**src/rtl/scie_pkg.sv**
```systemverilog
// Shared constants and operation encoding for the custom-3 SCIE instruction unit.
package scie_pkg;

    localparam logic [6:0] SCIE_OPCODE = 7'h7B;

    localparam int OPCODE_LSB = 0;
    localparam int OPCODE_MSB = 6;
    localparam int FUNCT3_LSB = 12;
    localparam int FUNCT3_MSB = 14;

    typedef enum logic [2:0] {
        RELU   = 3'd0,
        MAX    = 3'd1,
        MIN    = 3'd2,
        CLAMP  = 3'd3,
        LEAKY  = 3'd4,
        SATADD = 3'd5
    } scie_op_e;

endpackage

```
**src/rtl/scie_alu.sv**
```systemverilog
// Combinational activation/compare datapath for SCIE instructions.
// SATADD (funct3=5) is built only when SCIE_SATADD_EN is defined; otherwise it decodes as illegal.
module scie_alu
    import scie_pkg::*;
#(
    parameter int XLEN = 32
) (
    input  logic        [31:0]     insn,
    input  logic signed [XLEN-1:0] rs1,
    input  logic signed [XLEN-1:0] rs2,
    output logic signed [XLEN-1:0] rd,
    output logic                   err
);

    localparam int SHW = (XLEN == 64) ? 6 : 5;

    logic [6:0]     opcode;
    logic [2:0]     funct3;
    logic [SHW-1:0] shamt;
    logic           unused_insn_bits;

    assign opcode           = insn[OPCODE_MSB:OPCODE_LSB];
    assign funct3           = insn[FUNCT3_MSB:FUNCT3_LSB];
    assign shamt            = rs2[SHW-1:0];
    assign unused_insn_bits = ^{insn[31:FUNCT3_MSB+1], insn[FUNCT3_LSB-1:OPCODE_MSB+1]};

`ifdef SCIE_SATADD_EN
    localparam logic signed [XLEN-1:0] SAT_MAX = {1'b0, {(XLEN-1){1'b1}}};
    localparam logic signed [XLEN-1:0] SAT_MIN = {1'b1, {(XLEN-1){1'b0}}};

    logic signed [XLEN-1:0] sum;
    logic signed [XLEN-1:0] sat_rd;
    logic                   ovf;

    // Overflow only when both operands share a sign that the sum does not.
    always_comb begin
        sum    = rs1 + rs2;
        ovf    = (rs1[XLEN-1] == rs2[XLEN-1]) && (sum[XLEN-1] != rs1[XLEN-1]);
        sat_rd = ovf ? (rs1[XLEN-1] ? SAT_MIN : SAT_MAX) : sum;
    end
`endif

    always_comb begin
        rd  = '0;
        err = 1'b0;
        if (opcode != SCIE_OPCODE) begin
            err = 1'b1;
        end else begin
            case (funct3)
                RELU:   rd = rs1[XLEN-1] ? '0 : rs1;
                MAX:    rd = (rs1 > rs2) ? rs1 : rs2;
                MIN:    rd = (rs1 < rs2) ? rs1 : rs2;
                CLAMP:  rd = rs1[XLEN-1] ? '0 : ((rs1 > rs2) ? rs2 : rs1);
                LEAKY:  rd = rs1[XLEN-1] ? (rs1 >>> shamt) : rs1;
`ifdef SCIE_SATADD_EN
                SATADD: rd = sat_rd;
`endif
                default: begin
                    rd  = '0;
                    err = 1'b1;
                end
            endcase
        end
    end

endmodule

```
**src/rtl/scie_pipelined.sv**
```systemverilog
// Pipelined SCIE unit: valid/ready handshake around scie_alu with LATENCY stall-able stages.
// Optional SATADD operation is enabled by defining SCIE_SATADD_EN.
module scie_pipelined
    import scie_pkg::*;
#(
    parameter int XLEN    = 32,
    parameter int LATENCY = 2
) (
    input  logic                   clock,
    input  logic                   reset_n,
    input  logic                   in_valid,
    output logic                   in_ready,
    input  logic        [31:0]     in_insn,
    input  logic signed [XLEN-1:0] in_rs1,
    input  logic signed [XLEN-1:0] in_rs2,
    output logic                   out_valid,
    input  logic                   out_ready,
    output logic signed [XLEN-1:0] out_rd,
    output logic                   out_err
);

    logic                   advance;
    logic signed [XLEN-1:0] alu_rd;
    logic                   alu_err;

    logic [LATENCY-1:0]     valid_q, valid_d;
    logic [LATENCY-1:0]     err_q,   err_d;
    logic signed [XLEN-1:0] rd_q [LATENCY];
    logic signed [XLEN-1:0] rd_d [LATENCY];

    scie_alu #(.XLEN(XLEN)) u_alu (
        .insn (in_insn),
        .rs1  (in_rs1),
        .rs2  (in_rs2),
        .rd   (alu_rd),
        .err  (alu_err)
    );

    // One global enable: the whole pipe moves only when the last stage can empty.
    assign advance  = !valid_q[LATENCY-1] || out_ready;
    assign in_ready = advance;

    always_comb begin
        valid_d = valid_q;
        err_d   = err_q;
        for (int i = 0; i < LATENCY; i++) begin
            rd_d[i] = rd_q[i];
        end
        if (advance) begin
            valid_d[0] = in_valid;
            rd_d[0]    = in_valid ? alu_rd : '0;
            err_d[0]   = in_valid & alu_err;
            for (int i = 1; i < LATENCY; i++) begin
                valid_d[i] = valid_q[i-1];
                rd_d[i]    = rd_q[i-1];
                err_d[i]   = err_q[i-1];
            end
        end
    end

    always_ff @(posedge clock or negedge reset_n) begin
        if (!reset_n) begin
            valid_q <= '0;
            err_q   <= '0;
            for (int i = 0; i < LATENCY; i++) begin
                rd_q[i] <= '0;
            end
        end else begin
            valid_q <= valid_d;
            err_q   <= err_d;
            for (int i = 0; i < LATENCY; i++) begin
                rd_q[i] <= rd_d[i];
            end
        end
    end

    assign out_valid = valid_q[LATENCY-1];
    assign out_rd    = rd_q[LATENCY-1];
    assign out_err   = err_q[LATENCY-1];

endmodule

```
**config.mk**
```make
export PLATFORM = sky130hd
export DESIGN_NAME = scie_pipelined
export DESIGN_NICKNAME = d
export VERILOG_FILES = /design/src/rtl/scie_pkg.sv /design/src/rtl/scie_alu.sv /design/src/rtl/scie_pipelined.sv
export SDC_FILE = /design/constraint.sdc
export NUM_CORES = 1
export LEC_CHECK = 0
export ABC_CLOCK_PERIOD_IN_PS = 2850
export BUFFER_PORTS_ARGS = -buffer_cell sky130_fd_sc_hd__buf_2
export CAP_MARGIN = 20
export CORE_MARGIN = 3
export CORE_UTILIZATION = 40
export CTS_CLUSTER_DIAMETER = 30
export DETAILED_ROUTE_END_ITERATION = 7
export GPL_ROUTABILITY_DRIVEN = 0
export MAX_ROUTING_LAYER = met4
export PLACE_DENSITY = 0.61
export SKIP_CTS_REPAIR_TIMING = 1
export SYNTH_ARGS = -nofsm -noshare
export SYNTH_HDL_FRONTEND = slang
export SYNTH_SLANG_ARGS = --single-unit
```
**constraint.sdc**
```tcl
create_clock -name clock -period 2.85 [get_ports clock]
set_input_delay 0.855 -clock clock [delete_from_list [all_inputs] [get_ports clock]]
set_output_delay 0.855 -clock clock [all_outputs]
set_load 0.01 [all_outputs]
```
==> out/metrics.yaml, run 1 <==
status:
  status: "finished, violations left"
  violations: "negative setup slack"
grt:
  grt_overflow: 0
  grt_pass1_vias: 5927
  grt_max_degree: 69
  grt_pass1_wl_um: 30700
  grt_usage: 0.249
  antenna_found_initial: 0
yosys:
  synth_top_area_share: 0.291
  ys.flop_type: "dfrtp_1"
  ys_types: 62
  yosys.area.top_type: "dfrtp_1"
  syn_nets: 818
  synth_common_cells: "nand2_1 (184), dfrtp_1 (68), a21oi_1 (36), inv_1 (34), o21ai_0 (34)"
  synth-seq-cells: 68
  syn_avg_cell_area_um2: 8.52
  yosysMostFrequentCell: "nand2_1"
  synth_seq_area_share: 0.291
  syn_area_um2: 5850
  postSynthCellCount: 686
  synthArstFlopShare: 1.00
  synth-edff-count: 0
  yosysWarnings: 0
  ys_top_cells_by_area: "dfrtp_1 (29%), nand2_1 (12%), mux4_2 (12%)"
floorplanning:
  io-pin-count: 135
  die_height_um: 127
  initial_core_util: 0.415
  die_area_um2: 16100
  die_x_um: 127
  fp.coreArea_um2: 14100
  rows: 43
final_layout:
  stdcell_count: 1049
  design_area_um2: 8080
  drive_above_1_share: 0.435
  antennaDiodeCount: 0
  nets: 996
  synthToLayoutAreaGrowth_pct: 38.2
place:
  placed_cells: 1024
  port-buffer-count: 112
  pre_cts_ws_ns: -0.715
  hpwl_um: 15100
  placed_area_um2: 7360
timing:
  hold_viol_final: 0
  slew_violations: 0
  max-slew-margin-rel: 0.536
  rsz0062_at_grt: "yes"
  finalSetupViolCount: 32
  worst_slew_pin_slew_ns: 0.696
  fmax_ghz: 0.324
  fin_hold_ws_ns: 0.456
  fin_crit_sh: 1.08
  period_minus_slack_ns: 3.08
  clock_skew_ns: 0.0107
  fin_ws_ns: -0.233
power:
  p_total_w: 0.00297
  power_frac_comb: 0.326
  clkPwrFrac: 0.343
  p_switching_w: 0.000955
  p_seq_frac: 0.330
  p_sw_frac: 0.322
  power.leakage_nw: 3.95
  intPower_w: 0.00201
  power.density_nw_per_um2: 367
  vdd_drop_max_mv: 0.252
route:
  routedWlPerCell_um: 19.5
  via_count: 6079
  drt_iter0_drc: 752
  dr.pass1.iters: 5
  drt-total-wl_um: 20500
  drc: 0
  antenna_left: 0
  vias_per_cell: 5.80
clock_network:
  numCtsBuffers: 9
  cts_htree_levels: 3
  clkTransAtPathRegs_ns: 0.05
  cts_root_buf: "clkbuf_16"
  cts_sinks: 68
  clockBufferDepth: 2
  clock_latency_ns: 0.34
  cts_tree: "done"
critical_path:
  crit_path_end_kind: "register"
  crit_path_max_incr_delay_ns: 0.54
  criticalPathCategory: "input pin to register"
  crit_path_max_fanout: 7
  cp_num_buf_inv: 3
  cp_top_family: "simple AND/OR/NAND/NOR gates"
  start_kind: "input pin"
  critPathSlowestCell: "or4_4"
  path_cells: "buf_6 > inv_1 > ha_1 > nand4_1 > nor3_2 > buf_4 > and4b_1 > or4_4 > o21ai_4 > o2111ai_4 > and2_4 > a221o_1"
  cp_data_arrival_time_ns: 3.30
  worstPathRequired_ns: 3.07
min_path:
  hp-class: "register to register"
job:
  maxCapViolCount: 0
[per-stage QoR]
stage | TNS [ns] | utilization
6_report | -5.14 | 0.573
5_1_grt | -7.00 | 0.573
4_1_cts | -9.31 | 0.541
3_5_place_dp | -20.85 | 0.522
3_3_place_gp | -19.55 | 0.522
2_1_floorplan | -13.84 | -
[state kept, by name (all words and copies together), names as in the netlist]
name / cells
rd_q: 32
valid_q: 2
err_q: 2
out_rd: 32
[placed cells by master (no fill, tap or decap), drive strengths merged, types with 4 or more instances in the layout]
| cell | count |
|---|---|
| nor2b | 4 |
| a221o | 25 |
| nand4 | 9 |
| buf | 235 |
| a22o | 7 |
| nor3 | 11 |
| nand2 | 184 |
| clkbuf | 10 |
| o21ai | 40 |
| nand3 | 11 |
| mux2 | 13 |
| mux4 | 30 |
| a21o | 6 |
| a21oi | 37 |
| o211ai | 5 |
| clkinv | 4 |
| dfrtp | 68 |
| and3 | 4 |
| nor2 | 31 |
| mux2i | 12 |
| inv | 35 |
| ha | 32 |
| a31oi | 4 |
| and2 | 7 |
[worst register-to-register path: cells and delay by family, from the launching register on]
family / cells / cell delay, ns
compound gates: 3 / 0.45
buf+inv: 2 / 0.26
flops: 1 / 0.37
simple gates: 4 / 0.73
[layer usage]
layer / vias up / wire length [µm] / global-route usage / share of wire
li1: 2798 / - / - / -
met1: 2935 / 8390 / 0.329 / 0.41
met2: 291 / 9480 / 0.380 / 0.46
met3: 55 / 1830 / 0.0509 / 0.089
met4: 0 / 778 / 0.0934 / 0.038
met5: - / 0 / - / 0
[path summary, 6_finish.rpt]
kind / from / end / slack, ns / cells past startpoint
max: in_rs2[20] / rd_q[47] / -0.23 / 12
min: out_rd[22] / out_rd[22] / 0.46 / 2
max reg2reg: valid_q[1] / rd_q[42] / 1.00 / 9
min reg2reg: out_rd[22] / out_rd[22] / 0.46 / 2
max in group asynchronous: reset_n / out_rd[5] / 1.71 / 2
min in group asynchronous: reset_n / out_rd[30] / 0.50 / 1
[cell families (layout without fill, tap and decap cells)]
group,after synthesis,after routing,synth area share
buffers and inverters,107,287,0.0944
muxes,55,55,0.161
and+or+nand+nor,272,275,0.199
DFF,68,68,0.291
adders and majority gates,32,32,0.0685
AOI/OAI and AO/OA,152,152,0.186
[power by group through the flow]
stage	sequential, W	combinational (W)	clock [W]
2_1_floorplan	0.000999	0.000457	0
3_5_place_dp	0.000997	0.000865	0
6_report	0.000980	0.000968	0.00102
3_3_place_gp	0.000996	0.000847	0
4_1_cts	0.000980	0.000869	0.00103
5_1_grt	0.000980	0.00105	0.00108
[final cells by class]
cell class | instances | area (µm²)
timing repair buffer | 235 | 1570
sequential | 68 | 1700
inverter | 36 | 181
clock inverter | 6 | 41.3
tap | 180 | 225
clock buffer | 10 | 229
fill | 1294 | 6020
multi-input combinational | 514 | 4130
Power figures use the tool's default switching activity.
==> inputs of run 2 (changes only) <==
Settings changed: REMOVE_ABC_BUFFERS set to 1.
==> run 2 against run 1 <==
Net effect:
- the flow still finishes with violations (negative setup slack)
- sequential power about the same
- total power up 4.3%
- fmax down 4.2%
- global-route usage down 0.12 points
==> out/metrics.yaml, run 2 (synthesis results as in run 1) <==
status:
  status: "finished, violations left"
  violations: "negative setup slack"
timing:
  period_minus_slack_ns: 3.22  # +0.136 ns
  fmax_ghz: 0.311  # -4.2%
  fin_ws_ns: -0.369  # -0.136 ns
  clock_skew_ns: 0.00863  # -0.00207 ns
  slew_violations: 0  # unchanged
  max-slew-margin-rel: 0.494  # -0.0420
  tns_ns: -9.68  # -4.53 ns
  rsz0062_at_grt: "yes"
  hold_viol_final: 0  # unchanged
  worst_slew_pin_slew_ns: 0.759  # +0.0631 ns
  fin_crit_sh: 1.13  # +0.0477
  finalSetupViolCount: 32  # unchanged
final_layout:
  antennaDiodeCount: 0  # unchanged
  synthToLayoutAreaGrowth_pct: 38.2  # unchanged
  nets: 996  # unchanged
  final_common_cell: "nand2_1"
  layout_common_cells: "nand2_1 (184), buf_4 (117), buf_2 (89)"
  drive_above_1_share: 0.423  # -0.0115
  final_util: 0.573  # unchanged
  stdcell_count: 1049  # unchanged
  design_area_um2: 8080  # unchanged
power:
  clkPwrFrac: 0.374  # +0.031
  power.leakage_nw: 3.99  # +0.90%
  vdd_drop_max_mv: 0.286  # +13%
  power.density_nw_per_um2: 383  # +4.3%
  intPower_w: 0.00215  # +6.8%
  p_total_w: 0.00309  # +4.3%
  power_frac_comb: 0.309  # -0.017
  p_sw_frac: 0.306  # -0.0164
  p_seq_frac: 0.317  # -0.013
  p_switching_w: 0.000945  # -1.0%
critical_path:
  crit_path_max_incr_delay_ns: 0.38  # -0.16 ns
  crit_path_end_kind: "register"
  crit_path_max_fanout: 7  # unchanged
  crit_top_cell: "a221o_1"
  reg2reg_to: "rd_q[42]"
  criticalPathCategory: "input pin to register"
  path_cells: "buf_4 > clkinvlp_4 > ha_2 > a21oi_2 > o21ai_2 > a221o_1 > o31a_4 > o31ai_4 > buf_6 > o2111ai_4 > and2_4 > a221o_1"
  r2r_start: "valid_q[1]"
  critPathSlowestCell: "o31a_4"
  start_kind: "input pin"
  reg2reg_depth: 10  # +1
  r2r_setup_slack_ns: 0.64  # -0.36 ns
  worstPathRequired_ns: 3.08  # about the same
  cp_data_arrival_time_ns: 3.45  # +0.15 ns
clock_network:
  cts_root_buf: "clkbuf_16"
  clockBufferDepth: 2  # unchanged
  cts_tree: "done"
  cts_sinks: 68  # unchanged
  cts_htree_levels: 3  # unchanged
  clock_latency_ns: 0.35  # about the same
  clkTransAtPathRegs_ns: 0.06  # about the same
  numCtsBuffers: 9  # unchanged
min_path:
  hp-class: "register to register"
  hold_path.startpoint: "valid_q[0]"
  whs_endpoint: "valid_q[1]"
  hold_path_depth: 1  # -1
route:
  antenna_left: 0  # unchanged
  drt-total-wl_um: 20500  # about the same
  wl_met1_um: 8350  # -0.48%
  dr.pass1.iters: 5  # unchanged
  routedWlPerCell_um: 19.5  # about the same
  drt_iter0_drc: 634  # -16%
  highest_layer: "met4"
  via_count: 6058  # -0.35%
  vias_per_cell: 5.78  # -0.35%
  wl_met3_um: 1500  # -18%
  wl_met2_um: 9780  # +3.2%
  drc: 0  # unchanged
place:
  placed_area_um2: 7100  # -3.6%
  hpwl_um: 14600  # -3.8%
  port-buffer-count: 112  # unchanged
  placed_cells: 1022  # -0.20%
grt:
  antenna_found_initial: 0  # unchanged
  grt_usage: 0.248  # -0.00121
  grt_overflow: 0  # unchanged
  grt_pass1_wl_um: 30800  # +0.14%
  grt_pass1_vias: 5946  # +0.32%
  grt_max_degree: 69  # unchanged
floorplanning:
  initial_core_util: 0.415  # unchanged
  rows: 43  # unchanged
  die_area_um2: 16100  # unchanged
  die_x_um: 127  # unchanged
  io-pin-count: 135  # unchanged
  die_height_um: 127  # unchanged
  fp.coreArea_um2: 14100  # unchanged
job:
  maxCapViolCount: 0  # unchanged
## run 2: how the worst max path moves through the flow
| stage | startpoint | to | slack (ns) | cells past startpoint |
|---|---|---|---|---|
| after floorplan | out_ready | rd_q[33] | -2.43 | 6 |
| after global placement | in_rs2[4] | rd_q[32] | -0.75 | 12 |
| after detailed placement | in_rs2[4] | rd_q[47] | -0.86 | 12 |
| after CTS | in_rs2[4] | rd_q[43] | -0.49 | 12 |
| after global routing | in_rs2[4] | rd_q[46] | -0.39 | 12 |
| final | in_rs2[4] | rd_q[47] | -0.37 | 12 |
## run 2: per-layer routing
layer | up-vias | GRT usage
met5 | - | -
met4 | 0 | 0.0984
met3 | 55 | 0.0467
met2 | 297 | 0.390
met1 | 2915 | 0.317
li1 | 2791 | -
## run 2: power groups by stage
stage               Sequential, W  Combinational (W)  Clock (W)
global route             0.000981            0.00104    0.00123
finish                   0.000980           0.000955    0.00116
detailed placement       0.000998           0.000828          0
global placement         0.000997           0.000811          0
CTS                      0.000980           0.000832    0.00119
floorplan                0.000999           0.000385          0
## run 2: area by class of cell
cell class / instances / area [µm²]
clock inverters: 4 / 47.5
flip-flops and latches: 68 / 1700
fillers: 1275 / 6020
repair buffers: 235 / 1670
clock buffers: 12 / 256
multi-input cells: 514 / 4030
well taps: 180 / 225
inverters: 36 / 151
## run 2: critical path: cells and delay by family
| kind | cells | cell delay, ns |
|---|---|---|
| adders and majority gates | 1 | 0.20 |
| buffers and inverters | 3 | 0.39 |
| AOI/OAI and AO/OA | 7 | 1.71 |
| and+or+nand+nor | 1 | 0.28 |
## run 2: metrics by stage
step                      hold WS (ns)  setup slack, ns
after global routing             0.486           -0.395
after CTS                        0.459           -0.491
final                            0.454           -0.369
after floorplan                  0.435            -2.43
after global placement           0.444           -0.746
after detailed placement         0.450           -0.858
==> inputs of run 3 (changes only) <==
Settings changed: CORE_ASPECT_RATIO set to 0.6.
==> run 3 against run 2 <==
Net effect:
- the flow still finishes with violations (negative setup slack)
- total power increased by 0.74%
- global-route usage increased by 0.30 points
- fmax decreased by 0.82%
- first-iteration DRC count decreased by 1.9%
- flip-flop and latch count unchanged
- count of clock-buffer cells in the layout unchanged
- clock skew decreased by 0.00065 ns
- die area increased by 0.30%
- non-clock buffer count decreased by 2
- final area decreased by 1.1%
- worst hold slack improved by 0.0065 ns
- critical endpoint is now rd_q[43]
- largest power group unchanged
==> out/metrics.yaml, run 3 (synthesis results as in run 1) <==
grt:
  grt_max_degree: 69  # unchanged
  grtUsageMet1: 0.364  # +0.0469
  grt_usage: 0.251  # +0.00300
  grt_pass1_vias: 5645  # -5.1%
  antenna_found_initial: 0  # unchanged
  busiest_layer: "met1"
  grt_pass1_wl_um: 30800  # about the same
  grt_overflow: 0  # unchanged
  grt_use_met3: 0.0670  # +0.0203
  grt_util_met2: 0.351  # -0.0392
route:
  dr.pass1.iters: 7  # +2
  via_count: 6128  # +1.2%
  drc: 0  # unchanged
  routedWlPerCell_um: 19.7  # +1.2%
  antenna_left: 0  # unchanged
  vias_per_cell: 5.79  # +0.20%
  drt_iter0_drc: 622  # -1.9%
  drt-total-wl_um: 20900  # +2.1%
clock_network:
  cts_root_buf: "clkbuf_16"
  cts_sinks: 68  # unchanged
  numCtsBuffers: 9  # unchanged
  clkTransAtPathRegs_ns: 0.06  # about the same
  clock_latency_ns: 0.34  # about the same
  cts_htree_levels: 3  # unchanged
  cts_tree: "done"
  clockBufferDepth: 2  # unchanged
timing:
  hold_viol_final: 0  # unchanged
  max-slew-margin-rel: 0.487  # -0.00659
  slew_violations: 0  # unchanged
  rsz0062_at_grt: "yes"
  fin_crit_sh: 1.14  # +0.00930
  worst_slew_pin_slew_ns: 0.769  # +0.00989 ns
  fin_ws_ns: -0.395  # -0.0265 ns
  fmax_ghz: 0.308  # -0.82%
  period_minus_slack_ns: 3.25  # +0.0265 ns
  clock_skew_ns: 0.00797  # -0.000655 ns
  finalSetupViolCount: 32  # unchanged
final_layout:
  layout_common_cells: "nand2_1 (184), buf_4 (114), buf_2 (96)"
  synthToLayoutAreaGrowth_pct: 36.6
  fillers: 1283  # +0.63%
  design_area_um2: 7990  # -1.1%
  drive_above_1_share: 0.406  # -0.0175
  final_common_cell: "nand2_1"
  antennaDiodeCount: 0  # unchanged
  nets: 994  # -0.20%
place:
  port-buffer-count: 112  # unchanged
  placed_area_um2: 7120  # +0.35%
  pre_cts_ws_ns: -0.868  # -0.00972 ns
  hpwl_um: 15200  # +4.2%
critical_path:
  crit_path_max_fanout: 7  # unchanged
  start_kind: "input pin"
  worstPathRequired_ns: 3.07  # about the same
  cp_data_arrival_time_ns: 3.47  # +0.02 ns
  crit_path_end_kind: "register"
  criticalPathCategory: "input pin to register"
  r2r_setup_slack_ns: 0.84  # +0.20 ns
floorplanning:
  fp.coreArea_um2: 14000  # -0.99%
  die_height_um: 99.7  # -21%
  io-pin-count: 135  # unchanged
  rows: 33  # -23%
  die_x_um: 162  # +28%
  die_area_um2: 16200  # +0.30%
  initial_core_util: 0.419  # +0.00416
status:
  violations: "negative setup slack"
  status: "finished, violations left"
power:
  power.density_nw_per_um2: 390  # +1.9%
  power.leakage_nw: 4.00  # +0.31%
  p_total_w: 0.00312  # +0.74%
  vdd_drop_max_mv: 0.262  # -8.3%
job:
  maxCapViolCount: 0  # unchanged
min_path:
  hp-class: "register to register"
==> run 3: per-stage QoR <==
stage | hold WS [ns] | TNS [ns] | util | cells
2_1_floorplan | 0.435 | -129.26 | - | 615
3_3_place_gp | 0.445 | -23.54 | 0.510 | 1032
3_5_place_dp | 0.453 | -25.89 | 0.510 | 1032
4_1_cts | 0.465 | -14.29 | 0.532 | 1048
5_1_grt | 0.478 | -11.89 | 0.572 | 1059
6_report | 0.461 | -11.11 | 0.572 | 1059
==> run 3: final timing paths <==
path | from | to | cells past startpoint
max reg2reg | valid_q[1] | rd_q[45] | 10
max in group asynchronous | reset_n | rd_q[49] | 2
min reg2reg | out_rd[1] | out_rd[1] | 2
max | in_rs2[13] | rd_q[43] | 12
min | out_rd[1] | out_rd[1] | 2
min in group asynchronous | reset_n | out_rd[3] | 2
==> run 3: critical path, stage by stage <==
cell       delay, ns
buf_2           0.11
inv_2           0.07
ha_4            0.20
nand4_1         0.16
nor2_2          0.07
a221o_1         0.37
o31a_4          0.41
o31ai_4         0.26
buf_6           0.15
o2111ai_4       0.18
and2_4          0.29
a221o_1         0.33
==> run 3: layer usage <==
metal / wire, µm / vias to the layer above
met2: 8770 / 351
met3: 2430 / 38
met1: 9330 / 2953
li1: - / 2786
met4: 371 / 0
met5: 0 / -
==> run 3: report_power, final <==
part / switching (W) / leakage (nW) / total, W / internal [W]
sequential: 0.00000460 / 0.942 / 0.000980 / 0.000975
clock: 0.000444 / 0.149 / 0.00117 / 0.000723
combinational: 0.000523 / 2.91 / 0.000969 / 0.000446
==> run 3: area by class of cell <==
type                            count  area (µm²)  area share
Clock buffer                       12         256      0.0321
Clock inverter                      4        47.5     0.00595
Inverter                           36         155      0.0194
Multi-Input combinational cell    514        3950       0.494
Sequential cell                    68        1700       0.213
Tap cell                          192         240      0.0301
Timing Repair Buffer              233        1640       0.205
